## src/rtl/camera_capture_interface_pkg.sv

```systemverilog
// Shared video constants and capture FSM encoding for the camera writer and display reader.
package camera_capture_interface_pkg;

  localparam int unsigned DEF_H_ACTIVE = 640;
  localparam int unsigned DEF_V_ACTIVE = 480;
  localparam int unsigned FRAME_PIXELS = DEF_H_ACTIVE * DEF_V_ACTIVE;
  localparam int unsigned LAST_ADDR    = FRAME_PIXELS - 1;
  localparam int unsigned PIX_CNT_W    = 19;

  typedef enum logic [1:0] {
    SKIP    = 2'd0,
    WAIT    = 2'd1,
    CAPTURE = 2'd2
  } cap_state_e;

  // Pixel counter saturates so a runaway stream can never wrap back to a "good" count.
  function automatic logic [PIX_CNT_W-1:0] sat_inc(input logic [PIX_CNT_W-1:0] v);
    return (&v) ? v : v + 1'b1;
  endfunction

endpackage

```

## src/rtl/capture_byte_packer.sv

```systemverilog
// Pairs camera bytes into RGB444 pixels; the first byte carries R, the second carries G and B.
module capture_byte_packer (
  input  logic        i_p_clk,
  input  logic        i_rst,
  input  logic        i_clear,
  input  logic        i_byte_en,
  input  logic [7:0]  i_data,
  output logic        o_pix_valid,
  output logic [11:0] o_pix_data
);

  logic       phase_q, phase_d;
  logic [3:0] red_q, red_d;

  // Dropping i_byte_en (HREF low or blanking) resets the phase, discarding any odd byte.
  always_comb begin
    phase_d = phase_q;
    red_d   = red_q;
    if (i_clear || !i_byte_en) begin
      phase_d = 1'b0;
    end else if (!phase_q) begin
      red_d   = i_data[3:0];
      phase_d = 1'b1;
    end else begin
      phase_d = 1'b0;
    end
  end

  always_ff @(posedge i_p_clk or posedge i_rst) begin
    if (i_rst) begin
      phase_q <= 1'b0;
      red_q   <= 4'd0;
    end else begin
      phase_q <= phase_d;
      red_q   <= red_d;
    end
  end

  assign o_pix_valid = i_byte_en & phase_q & ~i_clear;
  assign o_pix_data  = {red_q, i_data};

endmodule

```

## src/rtl/camera_capture_interface.sv

```systemverilog
// OV7670-style parallel camera capture: skips settling frames, then writes RGB444 pixels
// linearly into the frame buffer with frame-done and geometry-error reporting.
module camera_capture_interface
  import camera_capture_interface_pkg::*;
#(
  parameter int unsigned H_ACTIVE    = DEF_H_ACTIVE,
  parameter int unsigned V_ACTIVE    = DEF_V_ACTIVE,
  parameter int unsigned SKIP_FRAMES = 2,
  parameter int unsigned ADDR_W      = 19
) (
  input  logic              i_p_clk,
  input  logic              i_rst,
  input  logic              i_vsync,
  input  logic              i_href,
  input  logic [7:0]        i_data,
  input  logic              i_freeze,
  output logic [ADDR_W-1:0] o_waddr,
  output logic [11:0]       o_wdata,
  output logic              o_wr,
  output logic              o_frame_done,
  output logic              o_frame_err
);

  localparam int unsigned LineW = $clog2(H_ACTIVE + 1);
  localparam int unsigned SkipW = $clog2(SKIP_FRAMES + 2);
  localparam logic [ADDR_W-1:0]    LastAddr = ADDR_W'(H_ACTIVE * V_ACTIVE - 1);
  localparam logic [PIX_CNT_W-1:0] FramePix = PIX_CNT_W'(H_ACTIVE * V_ACTIVE);
  localparam logic [LineW-1:0]     LineMax  = LineW'(H_ACTIVE);
  localparam logic [SkipW-1:0]     SkipMax  = SkipW'(SKIP_FRAMES);

  cap_state_e           state_q, state_d;
  logic [SkipW-1:0]     skip_cnt_q, skip_cnt_d;
  logic                 vsync_q;
  logic [ADDR_W-1:0]    waddr_q, waddr_d;
  logic [11:0]          wdata_q, wdata_d;
  logic                 wr_q, wr_d;
  logic                 done_q, done_d;
  logic                 err_q, err_d;
  logic [PIX_CNT_W-1:0] pix_cnt_q, pix_cnt_d;
  logic [LineW-1:0]     line_cnt_q, line_cnt_d;
  logic                 full_q, full_d;
  logic                 drop_q, drop_d;

  logic        sof, eof, start, byte_en;
  logic        pix_valid;
  logic [11:0] pix_data;

  assign sof     = vsync_q & ~i_vsync;
  assign eof     = ~vsync_q & i_vsync;
  assign start   = (state_q == WAIT) & sof & ~i_freeze;
  // Blanking has priority over HREF.
  assign byte_en = (state_q == CAPTURE) & i_href & ~i_vsync;

  capture_byte_packer u_packer (
    .i_p_clk     (i_p_clk),
    .i_rst       (i_rst),
    .i_clear     (start),
    .i_byte_en   (byte_en),
    .i_data      (i_data),
    .o_pix_valid (pix_valid),
    .o_pix_data  (pix_data)
  );

  always_comb begin
    state_d    = state_q;
    skip_cnt_d = skip_cnt_q;
    waddr_d    = waddr_q;
    wdata_d    = wdata_q;
    wr_d       = 1'b0;
    done_d     = 1'b0;
    err_d      = err_q;
    pix_cnt_d  = pix_cnt_q;
    line_cnt_d = line_cnt_q;
    full_d     = full_q;
    drop_d     = drop_q;

    // Address follows the write by one cycle and parks on the last location.
    if (wr_q && (waddr_q != LastAddr)) begin
      waddr_d = waddr_q + 1'b1;
    end
    if (!i_href) begin
      line_cnt_d = '0;
    end

    unique case (state_q)
      SKIP: begin
        if (skip_cnt_q >= SkipMax) begin
          state_d = WAIT;
        end else if (eof) begin
          skip_cnt_d = skip_cnt_q + 1'b1;
        end
      end
      WAIT: begin
        if (start) begin
          state_d    = CAPTURE;
          waddr_d    = '0;
          pix_cnt_d  = '0;
          line_cnt_d = '0;
          err_d      = 1'b0;
          full_d     = 1'b0;
          drop_d     = 1'b0;
        end
      end
      CAPTURE: begin
        if (eof) begin
          state_d = WAIT;
          done_d  = 1'b1;
          err_d   = (pix_cnt_q != FramePix) | drop_q;
        end else if (pix_valid) begin
          pix_cnt_d = sat_inc(pix_cnt_q);
          if (full_q || (line_cnt_q >= LineMax)) begin
            drop_d = 1'b1;
          end else begin
            wr_d       = 1'b1;
            wdata_d    = pix_data;
            line_cnt_d = line_cnt_q + 1'b1;
            if (waddr_q == LastAddr) begin
              full_d = 1'b1;
            end
          end
        end
      end
      default: state_d = SKIP;
    endcase
  end

  always_ff @(posedge i_p_clk or posedge i_rst) begin
    if (i_rst) begin
      state_q    <= SKIP;
      skip_cnt_q <= '0;
      vsync_q    <= 1'b1;
      waddr_q    <= '0;
      wdata_q    <= 12'd0;
      wr_q       <= 1'b0;
      done_q     <= 1'b0;
      err_q      <= 1'b0;
      pix_cnt_q  <= '0;
      line_cnt_q <= '0;
      full_q     <= 1'b0;
      drop_q     <= 1'b0;
    end else begin
      state_q    <= state_d;
      skip_cnt_q <= skip_cnt_d;
      vsync_q    <= i_vsync;
      waddr_q    <= waddr_d;
      wdata_q    <= wdata_d;
      wr_q       <= wr_d;
      done_q     <= done_d;
      err_q      <= err_d;
      pix_cnt_q  <= pix_cnt_d;
      line_cnt_q <= line_cnt_d;
      full_q     <= full_d;
      drop_q     <= drop_d;
    end
  end

  assign o_waddr      = waddr_q;
  assign o_wdata      = wdata_q;
  assign o_wr         = wr_q;
  assign o_frame_done = done_q;
  assign o_frame_err  = err_q;

endmodule

```

## config.mk

```make
export PLATFORM = sky130hd
export DESIGN_NAME = camera_capture_interface
export DESIGN_NICKNAME = d
export VERILOG_FILES = /design/src/rtl/camera_capture_interface_pkg.sv /design/src/rtl/capture_byte_packer.sv /design/src/rtl/camera_capture_interface.sv
export SDC_FILE = /design/constraint.sdc
export NUM_CORES = 1
export LEC_CHECK = 0
export ABC_AREA = 1
export ABC_CLOCK_PERIOD_IN_PS = 2300
export BUFFER_PORTS_ARGS = -buffer_cell sky130_fd_sc_hd__buf_2
export CAP_MARGIN = 30
export CORE_ASPECT_RATIO = 0.7
export CORE_MARGIN = 5
export CORE_UTILIZATION = 53
export CTS_CLUSTER_DIAMETER = 100
export DETAILED_ROUTE_END_ITERATION = 8
export PLACE_DENSITY_LB_ADDON = 0.15
export SETUP_SLACK_MARGIN = 0.02
export SYNTH_ARGS = -nofsm -noshare
export SYNTH_HDL_FRONTEND = slang
export SYNTH_SLANG_ARGS = --single-unit
```

## constraint.sdc

```tcl
create_clock -name i_p_clk -period 2.3 [get_ports i_p_clk]
set_input_delay 0.46 -clock i_p_clk [delete_from_list [all_inputs] [get_ports i_p_clk]]
set_output_delay 0.46 -clock i_p_clk [all_outputs]
set_load 0.02 [all_outputs]
```

==> summary.md, run 1 <==
| Metric | Value |
|---|---|
| Outcome | `completed` |
| Io pins | `47` |
| R2R depth | `10` |
| Slew HR | `63.9%` |
| Fin. Hold Viols | `0` |
| CP Class | `register to register` |
| Synthesized flop and latch total | `75` |
| Pin count of the biggest net entering global routing | `76` |
| R2R setup slack | `0.28 ns` |
| Row Count | `27` |
| DRT Wirelength | `9550 µm` |
| Clk_skew | `0.00727 ns` |
| Die H | `85.8 µm` |
| Antenna violations before repair | `0` |
| Synth Warn # | `0` |
| Gpl congestion | `0.883` |
| CTS tree | `yes` |
| Final setup vio count | `0` |
| Cell area after synthesis | `0.00435 mm²` |
| Pwr Total | `4.70 mW` |
| Actual slew at the worst max-slew pin | `0.537 ns` |
| CP Depth | `10` |
| RSZ-0062 raised after global routing | `no` |
| Worst-path clk slew | `0.06 ns` |
| Switching pwr | `1.73 mW` |
| Final Net Count | `675` |
| Crit. End Element | `register` |
| Worst Setup SP | `state_q[0]` |
| Internal | `2.97 mW` |
| IO Port Bufs | `46` |
| Initial drt markers | `177` |
| Clock power frac | `32.3%` |
| CP required | `2.56 ns` |
| Max stage delay cell, worst path | `dfrtp_1` |
| Antenna diodes | `0` |
| Power per cell area | `939 mW/mm²` |
| Wire length per cell | `12.6 µm` |
| First-pass GRT wire length | `17,200 µm` |
| Post-synthesis sequential area ratio | `43.2%` |
| Syn Nets | `625` |
| Worst skew pair latency | `0.34 ns` |
| FF-to-FF Start | `state_q[0]` |
| Die area | `0.0102 mm²` |
| CTS Buf Count | `9` |
| GRT overflow | `0` |
| Final Cycle Share | `88.0%` |
| Total number of vias | `3,822` |
| CP Buf/Inv Count | `3` |
| Max-cap violations | `0` |
| Final TNS setup | `0 ns` |
| CP Cell Sequence | `inv_1, ha_2, nand2_1, nor2_1, nand3_1, nor2_2, inv_2, nor2_4, inv_2, o21ai_1` |
| WHS | `0.223 ns` |
| CP max stage delay | `0.41 ns` |
| Area delta synth->final | `15.0%` |
| Tot GR Track Use | `20.5%` |
| Longest Clk Path Bufs | `2` |
| Die Wd | `118 µm` |
| Worst path most repeated cell | `inv_2` |
| Via density | `5.05` |
| HPWL Detailed | `6860 µm` |
| Post-Synthesis Cells | `601` |
| Final Util | `63.0%` |
| Seq. cell area | `0.00188 mm²` |
| P_leak | `2.43 nW` |
| Mean Syn Cell Area | `7.24 µm²` |
| Reg-to-Reg End | `line_cnt_q[7]` |
| Startpoint types | `register` |
| Sw frac | `36.8%` |
| Share of cells above drive strength 1 | `13.9%` |
| Worst setup path endpoint | `line_cnt_q[7]` |
| Hold-fix buffers, CTS | `0` |
| CP Data Arrival Time | `2.28 ns` |
| Worst VDD drop | `0.696 mV` |
| Minimum clock period after layout | `2.02 ns` |
| Comb pwr share | `29.6%` |
| Clk sinks | `75` |
| H-tree Lvls | `3` |
| Max Slew Vio Count | `0` |
| Multi-input gate area | `0.00217 mm²` |
| Top delay family on crit path | `simple AND/OR/NAND/NOR gates` |
| Hold/Removal Path Class | `input pin to async pin` |
| Max Clk Rate | `494 MHz` |
| Vias in the first global route | `3,704` |
| CP max FO | `18` |
| Antenna Nets Post-Route | `0` |
| Clock root cell | `clkbuf_16` |
| Initial Util | `54.8%` |
| Final Non-Filler Cells | `757` |
| DRC violations left | `0` |
| DR pass1 iterations | `4` |
| Filler cells | `704` |
| Area of the core | `0.00794 mm²` |
| Placed insts | `741` |
| Sequential share of power | `38.1%` |
| Unique masters post-synth | `34` |
## area by class of cell
class	count	area share, %
clock inverter	5	1.73
timing repair buffer	52	5.75
multi-input combinational	454	43.3
sequential	75	37.5
clock buffer	11	4.65
tap	101	2.53
inverter	59	4.50
## repair_timing
| action | in CTS | in global routing |
|---|---|---|
| resized for setup | 0 | 1 |
| setup endpoints to repair | 0 | 5 |
| buffers inserted | 0 | 0 |
## worst min-delay path, stage by stage
cell	delay (ns)
buf_2	0.11
clkinvlp_4	0.07
buf_12	0.33
## synth_stat cells, drive strengths merged
| library cell | n | area share (%) |
|---|---|---|
| o21ai | 35 | 4.1 |
| buf | 10 | 1.8 |
| and2 | 1 | 0.14 |
| nor4 | 2 | 0.29 |
| dfrtp | 74 | 43 |
| o21bai | 5 | 0.86 |
| nand3 | 29 | 3.5 |
| clkbuf | 3 | 0.26 |
| nand2 | 209 | 18 |
| nor2 | 98 | 9.2 |
| ha | 11 | 3.2 |
| nand4 | 10 | 1.4 |
| a21oi | 16 | 1.9 |
| xor2 | 20 | 4.0 |
| or2 | 5 | 0.72 |
| dfstp | 1 | 0.60 |
| o21a | 1 | 0.17 |
| nor3 | 6 | 0.69 |
| nor3b | 1 | 0.17 |
| inv | 59 | 5.1 |
| xnor2 | 5 | 1.0 |
## flip-flops by register name, indices dropped and copies added (netlist names)
register / flops
u_packer.phase_q: 1
drop_q: 1
u_packer.red_q: 4
pix_cnt_q: 19
o_wr: 1
state_q: 2
line_cnt_q: 10
o_frame_err: 1
o_frame_done: 1
o_waddr: 19
vsync_q: 1
o_wdata: 12
skip_cnt_q: 2
full_q: 1
## worst min-delay path by stage
stage                     start          endpoint  slack, ns
2_1_floorplan  u_packer.phase_q  u_packer.phase_q       0.43
3_3_place_gp         o_wdata[5]        o_wdata[5]       0.45
3_5_place_dp         o_wdata[7]        o_wdata[7]       0.45
4_1_cts                   i_rst      pix_cnt_q[4]       0.25
5_1_grt                 i_vsync           vsync_q       0.24
6_report                  i_rst      pix_cnt_q[4]       0.22
## placed cells by master (no fill, tap or decap), types with 5 or more instances in the layout
master and instances:
nand2_1 205, o21ai_0 26, o21ai_1 8, buf_4 5, buf_2 46, inv_1 54, ha_1 10, clkbuf_16 9
o21bai_1 5, dfrtp_1 74, nand3_1 28, xor2_1 20, nor2_1 91, a21oi_1 15, xnor2_1 5, nor3_1 6
nand4_1 10
## cells by family (layout without fill, tap and decap cells)
group | count (synthesis) | after routing | synth area share [%]
adder cells (fa/ha/maj) | 11 | 11 | 3.16
AND/OR/NAND/NOR | 361 | 361 | 34.5
flip-flops | 75 | 75 | 43.2
buffers and inverters | 72 | 127 | 7.10
XOR/XNOR | 25 | 25 | 5.03
AO/OA/AOI/OAI | 57 | 57 | 7.07
## stage by stage
stage,cell area (µm²),setup WS [ns]
2_1_floorplan,4360,0.538
3_3_place_gp,4680,0.325
3_5_place_dp,4680,0.235
4_1_cts,5000,0.189
5_1_grt,5000,0.0444
6_report,5000,0.277
## power by group through the flow
| stage | clock (mW) | sequential (mW) | combinational (mW) |
|---|---|---|---|
| after CTS | 1.54 | 1.79 | 1.40 |
| after global routing | 1.62 | 1.83 | 1.58 |
| after floorplan | 0 | 1.93 | 0.865 |
| after global placement | 0 | 1.80 | 1.38 |
| after detailed placement | 0 | 1.81 | 1.39 |
| final | 1.52 | 1.79 | 1.39 |
## metal layers
| layer | global-route usage [%] | vias up | part of all wire (%) | routed length (µm) |
|---|---|---|---|---|
| met4 | 5.83 | 0 | 0.84 | 80 |
| met1 | 28.3 | 1749 | 50 | 4770 |
| met5 | 0 | - | 0 | 0 |
| li1 | - | 1976 | - | - |
| met2 | 31.7 | 89 | 43 | 4140 |
| met3 | 5.54 | 8 | 5.8 | 556 |
Power figures use the tool's default switching activity.
==> inputs of run 2 (changes only) <==
--- a/config.mk
+++ b/config.mk
@@ -11,7 +11,8 @@
 export CAP_MARGIN = 30
 export CORE_ASPECT_RATIO = 0.7
 export CORE_MARGIN = 5
-export CORE_UTILIZATION = 53
+export CORE_UTILIZATION = 55
+export CTS_BUF_LIST = sky130_fd_sc_hd__clkbuf_8
 export CTS_CLUSTER_DIAMETER = 100
 export DETAILED_ROUTE_END_ITERATION = 8
 export PLACE_DENSITY_LB_ADDON = 0.15
==> run 2 against run 1 <==
Effect of this change:
- final area decreased by 2.4%
- global-route usage increased by 1.6 points
- die area decreased by 3.3%
- combinational power about the same
- critical path type unchanged
- highest routed layer unchanged
==> summary.md, run 2 (synthesized netlist as in run 1, its figures left out) <==
| Metric | Value |
|---|---|
| HPWL Detailed | `7500 µm` |
| Internal | `2.43 mW` |
| RSZ-0062 raised after global routing | `no` |
| Crit. End Element | `register` |
| Final TNS setup | `0 ns` |
| Pin count of the biggest net entering global routing | `29` |
| Comb pwr share | `34.3%` |
| Final Non-Filler Cells | `760` |
| Placed insts | `744` |
| Sw frac | `41.2%` |
| GRT overflow | `0` |
| Worst-path clk slew | `0.08 ns` |
| Final Cycle Share | `88.9%` |
| Tot GR Track Use | `22.0%` |
| Antenna Nets Post-Route | `0` |
| Max stage delay cell, worst path | `dfrtp_1` |
| Clk_skew | `0.0113 ns` |
| Actual slew at the worst max-slew pin | `0.689 ns` |
| Row Count | `27` |
| Via density | `5.13` |
| Fin. Hold Viols | `0` |
| DRT Wirelength | `10,100 µm` |
| Initial Util | `56.0%` |
| Outcome | `completed` |
| Most frequent cells in the layout | `nand2_1, nor2_1, dfrtp_1` |
| Switching pwr | `1.71 mW` |
| Final Net Count | `678` |
| Vias in the first global route | `3,583` |
| Final setup vio count | `0` |
| Die area | `0.00982 mm²` |
| Sequential share of power | `43.4%` |
| CTS tree | `yes` |
| Max Clk Rate | `489 MHz` |
| Final Util | `62.9%` |
| Io pins | `47` |
| IO Port Bufs | `46` |
| P_leak | `2.38 nW` |
| DRC violations left | `0` |
| Startpoint types | `register` |
| CTS Buf Count | `9` |
| First-pass GRT wire length | `17,200 µm` |
| Area of the core | `0.00777 mm²` |
| Longest Clk Path Bufs | `2` |
| Hold/Removal Path Class | `input pin to async pin` |
| CP max FO | `24` |
| Minimum clock period after layout | `2.04 ns` |
| Pwr Total | `4.14 mW` |
| Worst VDD drop | `0.565 mV` |
| Die Wd | `116 µm` |
| CP Data Arrival Time | `2.32 ns` |
| CP required | `2.57 ns` |
| Power per cell area | `847 mW/mm²` |
| H-tree Lvls | `3` |
| Slew HR | `54.0%` |
| Max-cap violations | `0` |
| Clock root cell | `clkbuf_8` |
| CP Cell Sequence | `ha_1, inv_1, nor2_4, nand2_2, nor2_4, nand2_2, nand2_4, inv_2, nor2_1, nor2_1, nor2_1` |
| Max Slew Vio Count | `0` |
| Clk sinks | `75` |
| Die H | `84.4 µm` |
| Antenna diodes | `0` |
| Worst path most repeated cell | `nor2_1` |
| Wire length per cell | `13.2 µm` |
| CP Class | `register to register` |
| Initial drt markers | `283` |
| Worst skew pair latency | `0.36 ns` |
| Most common cell after layout, fill and taps aside | `nand2_1` |
| Share of cells above drive strength 1 | `14.6%` |
| CP max stage delay | `0.43 ns` |
| Antenna violations before repair | `0` |
| Total number of vias | `3,898` |
| WHS | `0.190 ns` |
| Area delta synth->final | `12.2%` |
| DR pass1 iterations | `6` |
| Gpl congestion | `0.960` |
| Clock power frac | `22.2%` |
[run 2: final cells by class]
class	count	area, µm²
clock inverter	6	38.8
tap	101	126
timing repair buffer	55	310
fill	706	2890
inverter	59	225
clock buffer	10	138
sequential	75	1880
multi-input combinational	454	2170
[run 2: what timing repair did]
| item | CTS | global route |
|---|---|---|
| resized for setup | 0 | 1 |
| hold buffers | 0 | 0 |
| endpoints found under the setup margin | 0 | 1 |
| setup buffers | 0 | 0 |
[run 2: per-stage QoR]
| stage | worst slack (ns) | instance area [µm²] |
|---|---|---|
| after detailed placement | 0.292 | 4700 |
| after CTS | 0.281 | 4880 |
| after global placement | 0.275 | 4700 |
| after floorplan | 0.538 | 4360 |
| final | 0.256 | 4880 |
| after global routing | 0.0865 | 4880 |
[run 2: worst max-delay path, delay by kind of cell (launching register included)]
kind          cells  cell delay [ns]
simple gates      8             1.01
flops             1             0.43
fa+ha+maj         1             0.26
buf+inv           2             0.26
[run 2: power groups by stage]
stage                     clock network (mW)  registers [mW]  logic (mW)
after floorplan                            0            1.93       0.865
after global placement                     0            1.80        1.39
after detailed placement                   0            1.82        1.42
after CTS                              0.951            1.79        1.43
after global routing                    1.00            1.84        1.61
final                                  0.919            1.80        1.42
[run 2: routing by layer]
| metal | part of all wire [%] | vias up | GRT usage, % | wire length [µm] |
|---|---|---|---|---|
| met2 | 43 | 105 | 31.3 | 4330 |
| met5 | 0 | - | 0 | 0 |
| met3 | 7.3 | 11 | 5.84 | 730 |
| li1 | - | 1978 | - | - |
| met4 | 0.70 | 0 | 5.06 | 70 |
| met1 | 49 | 1804 | 33.5 | 4930 |
[run 2: final timing paths]
kind	endpoint	cells past startpoint	slack [ns]	start
worst max-delay path	o_waddr[13]	11	0.26	o_waddr[0]
worst min-delay path	o_waddr[4]	2	0.19	i_rst
worst max register to register	o_waddr[13]	11	0.26	o_waddr[0]
worst min register to register	o_wdata[7]	2	0.47	o_wdata[7]
max in group asynchronous	pix_cnt_q[13]	3	1.45	i_rst
min in group i_p_clk	vsync_q	1	0.24	i_vsync
==> inputs of run 3 (changes only) <==
--- a/config.mk
+++ b/config.mk
@@ -5,13 +5,12 @@
 export SDC_FILE = /design/constraint.sdc
 export NUM_CORES = 1
 export LEC_CHECK = 0
-export ABC_AREA = 1
 export ABC_CLOCK_PERIOD_IN_PS = 2300
 export BUFFER_PORTS_ARGS = -buffer_cell sky130_fd_sc_hd__buf_2
 export CAP_MARGIN = 30
 export CORE_ASPECT_RATIO = 0.7
 export CORE_MARGIN = 5
-export CORE_UTILIZATION = 55
+export CORE_UTILIZATION = 54
 export CTS_BUF_LIST = sky130_fd_sc_hd__clkbuf_8
 export CTS_CLUSTER_DIAMETER = 100
 export DETAILED_ROUTE_END_ITERATION = 8
==> run 3 against run 2 <==
Effect of this change:
- critical path depth down 4
- hold slack worse by 0.085 ns
- sequential cell count unchanged
- global-route usage fell by 1.4 points
- setup slack lost 0.11 ns
- wire length down 15%
- largest cell class unchanged
- critical path type unchanged
==> summary.md, run 3 <==
| Metric | Value |
|---|---|
| EDFF count, synth | `0` |
| Worst VDD drop | `0.594 mV` |
| Tot GR Track Use | `20.7%` |
| Antenna Nets Post-Route | `0` |
| Met3 global-route usage | `7.22%` |
| Most frequent cells in the layout | `dfrtp_1, nand2_1, buf_2` |
| Synth top area share | `47.4%` |
| FF-to-FF Start | `state_q[0]` |
| Clock root cell | `clkbuf_8` |
| DR pass1 iterations | `4` |
| Max stage delay cell, worst path | `or4_1` |
| Met1 Resource Use GR | `28.0%` |
| IO Port Bufs | `46` |
| Clk_skew | `0.0163 ns` |
| Area of the core | `0.00688 mm²` |
| H-tree Lvls | `3` |
| Comb pwr share | `33.3%` |
| Wire length per cell | `14.8 µm` |
| Unique masters post-synth | `58` |
| CP required | `2.58 ns` |
| Fin. Hold Viols | `0` |
| Mean Syn Cell Area | `9.41 µm²` |
| Clock power frac | `21.5%` |
| Multi-input gate area | `0.00192 mm²` |
| Cell area after synthesis | `0.00390 mm²` |
| Die area | `0.00906 mm²` |
| RSZ-0062 raised after global routing | `yes` |
| Longest Clk Path Bufs | `2` |
| Share of cells above drive strength 1 | `22.5%` |
| Ranking of synthesized cells by area | `dfrtp_1, nand2_1, nor2_1, ha_1, o21ai_0` |
| Async set-reset flop share out of synthesis | `100%` |
| Initial drt markers | `163` |
| Seq. cell area | `0.00188 mm²` |
| Initial Util | `56.7%` |
| Internal | `2.65 mW` |
| Minimum clock period after layout | `2.16 ns` |
| CP Data Arrival Time | `2.44 ns` |
| GRT overflow | `0` |
| R2R depth | `7` |
| Die H | `81.1 µm` |
| Post-synthesis sequential area ratio | `48.1%` |
| Max Clk Rate | `463 MHz` |
| Area leader, netlist | `dfrtp_1` |
| Area delta synth->final | `16.6%` |
| DRT Wirelength | `8550 µm` |
| Antenna diodes | `0` |
| CP max FO | `16` |
| Filler cells | `581` |
| Worst-path clk slew | `0.09 ns` |
| Row Count | `25` |
| Reg-to-Reg End | `pix_cnt_q[9]` |
| Slew HR | `61.3%` |
| Switching pwr | `1.66 mW` |
| CTS tree | `yes` |
| Syn Nets | `439` |
| Io pins | `47` |
| Outcome | `completed` |
| Most common cell after layout, fill and taps aside | `dfrtp_1` |
| First-pass GRT wire length | `14,900 µm` |
| Die Wd | `112 µm` |
| Fin worst setup slack | `0.141 ns` |
| HPWL Detailed | `6140 µm` |
| Met2 Usage GRT | `30.7%` |
| Total number of vias | `3,243` |
| Max Slew Vio Count | `0` |
| Power per cell area | `946 mW/mm²` |
| Final setup vio count | `0` |
| Actual slew at the worst max-slew pin | `0.576 ns` |
| R2R setup slack | `0.14 ns` |
| CP Class | `register to register` |
| Worst skew pair latency | `0.37 ns` |
| Final TNS setup | `0 ns` |
| Gpl congestion | `0.888` |
| Max-cap violations | `0` |
| Pin count of the biggest net entering global routing | `42` |
| Post-Synthesis Cells | `415` |
| DRC violations left | `0` |
| Dpl ws | `0.0744 ns` |
| Final Cycle Share | `93.9%` |
| Sw frac | `38.5%` |
| Startpoint types | `register` |
| Hold/Removal Path Class | `input pin to async pin` |
| Clk sinks | `75` |
| CP Cell Sequence | `inv_1, ha_1, nand4bb_1, a21o_1, a21o_4, or4_1, a21oi_1` |
| P_leak | `2.13 nW` |
| Synth Warn # | `0` |
| Synthesized flop and latch total | `75` |
| Grt peak-use layer | `met2` |
| Ys flop type | `dfrtp_1` |
| Via density | `5.61` |
| Antenna violations before repair | `0` |
| Sequential share of power | `45.2%` |
| CTS Buf Count | `9` |
| CP max stage delay | `0.48 ns` |
| Vias in the first global route | `3,135` |
| Cell with the most instances after synthesis | `dfrtp_1` |
| Crit. End Element | `register` |
| Synth top cells by count | `dfrtp_1, nand2_1, nor2_1` |
| Final Net Count | `503` |
run 3: cell count changes after synthesis, moves of 8 or more:
cell	before	now
nand2_1	205	66
xor2_1	20	6
inv_1	55	18
nand3_1	28	20
nor2_1	91	39
or3_1	0	10
run 3: per-stage QoR:
stage                     hold WS [ns]  power (mW)  utilization [%]  cell area [µm²]  cells
after floorplan                  0.435        2.86                -             3910    415
after global placement           0.450        3.32             63.1             4340    560
after detailed placement         0.457        3.37             63.1             4340    560
after CTS                       0.0980        4.31             65.7             4520    576
after global routing             0.121        4.62             66.2             4550    578
final                            0.105        4.31             66.2             4550    578
run 3: kinds of logic (layout without fill, tap and decap cells):
family                     after synthesis  in the layout  share of synthesized area (%)
adders and majority gates               11             11                           3.53
and+or+nand+nor                        192            192                           25.4
muxes                                    9              9                           2.66
xor gates and xnor gates                16             16                           3.59
AOI/OAI and AO/OA                       82             82                           13.6
DFF                                     75             75                           48.1
buffers and inverters                   30             99                           3.08
run 3: worst max-delay path, delay by kind of cell, from the launching register on:
kind	cells	cell delay [ns]
compound gates	3	0.63
fa+ha+maj	1	0.24
buf+inv	1	0.08
flops	1	0.42
simple gates	2	0.70
run 3: power by group through the flow:
| stage | sequential [mW] | clock (mW) | combinational [mW] |
|---|---|---|---|
| 2_1_floorplan | 2.16 | 0 | 0.703 |
| 3_3_place_gp | 1.95 | 0 | 1.37 |
| 3_5_place_dp | 1.97 | 0 | 1.41 |
| 6_report | 1.94 | 0.926 | 1.44 |
| 5_1_grt | 2.01 | 1.01 | 1.60 |
| 4_1_cts | 1.94 | 0.955 | 1.41 |
run 3: layout make-up:
class                           instances  area share [%]
Sequential cell                        75            41.2
Timing Repair Buffer                   65            8.46
Inverter                               18            1.57
Multi-Input combinational cell        310            42.3
Clock buffer                           10            3.02
Clock inverter                          6           0.852
Tap cell                               94            2.58
run 3: worst max-delay path by stage:
stage	slack (ns)	to	from
final	0.14	pix_cnt_q[9]	state_q[0]
after CTS	0.05	pix_cnt_q[9]	state_q[0]
after global placement	0.17	pix_cnt_q[9]	state_q[0]
after detailed placement	0.07	pix_cnt_q[9]	state_q[0]
after global routing	0.02	pix_cnt_q[16]	pix_cnt_q[1]
after floorplan	0.14	pix_cnt_q[16]	state_q[1]
run 3: routing by layer:
layer	share of wire (%)	up-vias	wire [µm]
met5	0	-	0
met4	1.5	0	128
met3	6.3	11	535
met2	43	94	3670
met1	49	1541	4210
li1	-	1597	-
run 3: what timing repair did:
action | 4_1_cts | 5_1_grt
hold buffers | 0 | 0
setup endpoints to repair | 0 | 11
setup buffers | 0 | 2
gates resized for setup | 0 | 5
hold endpoints to repair | 0 | 0
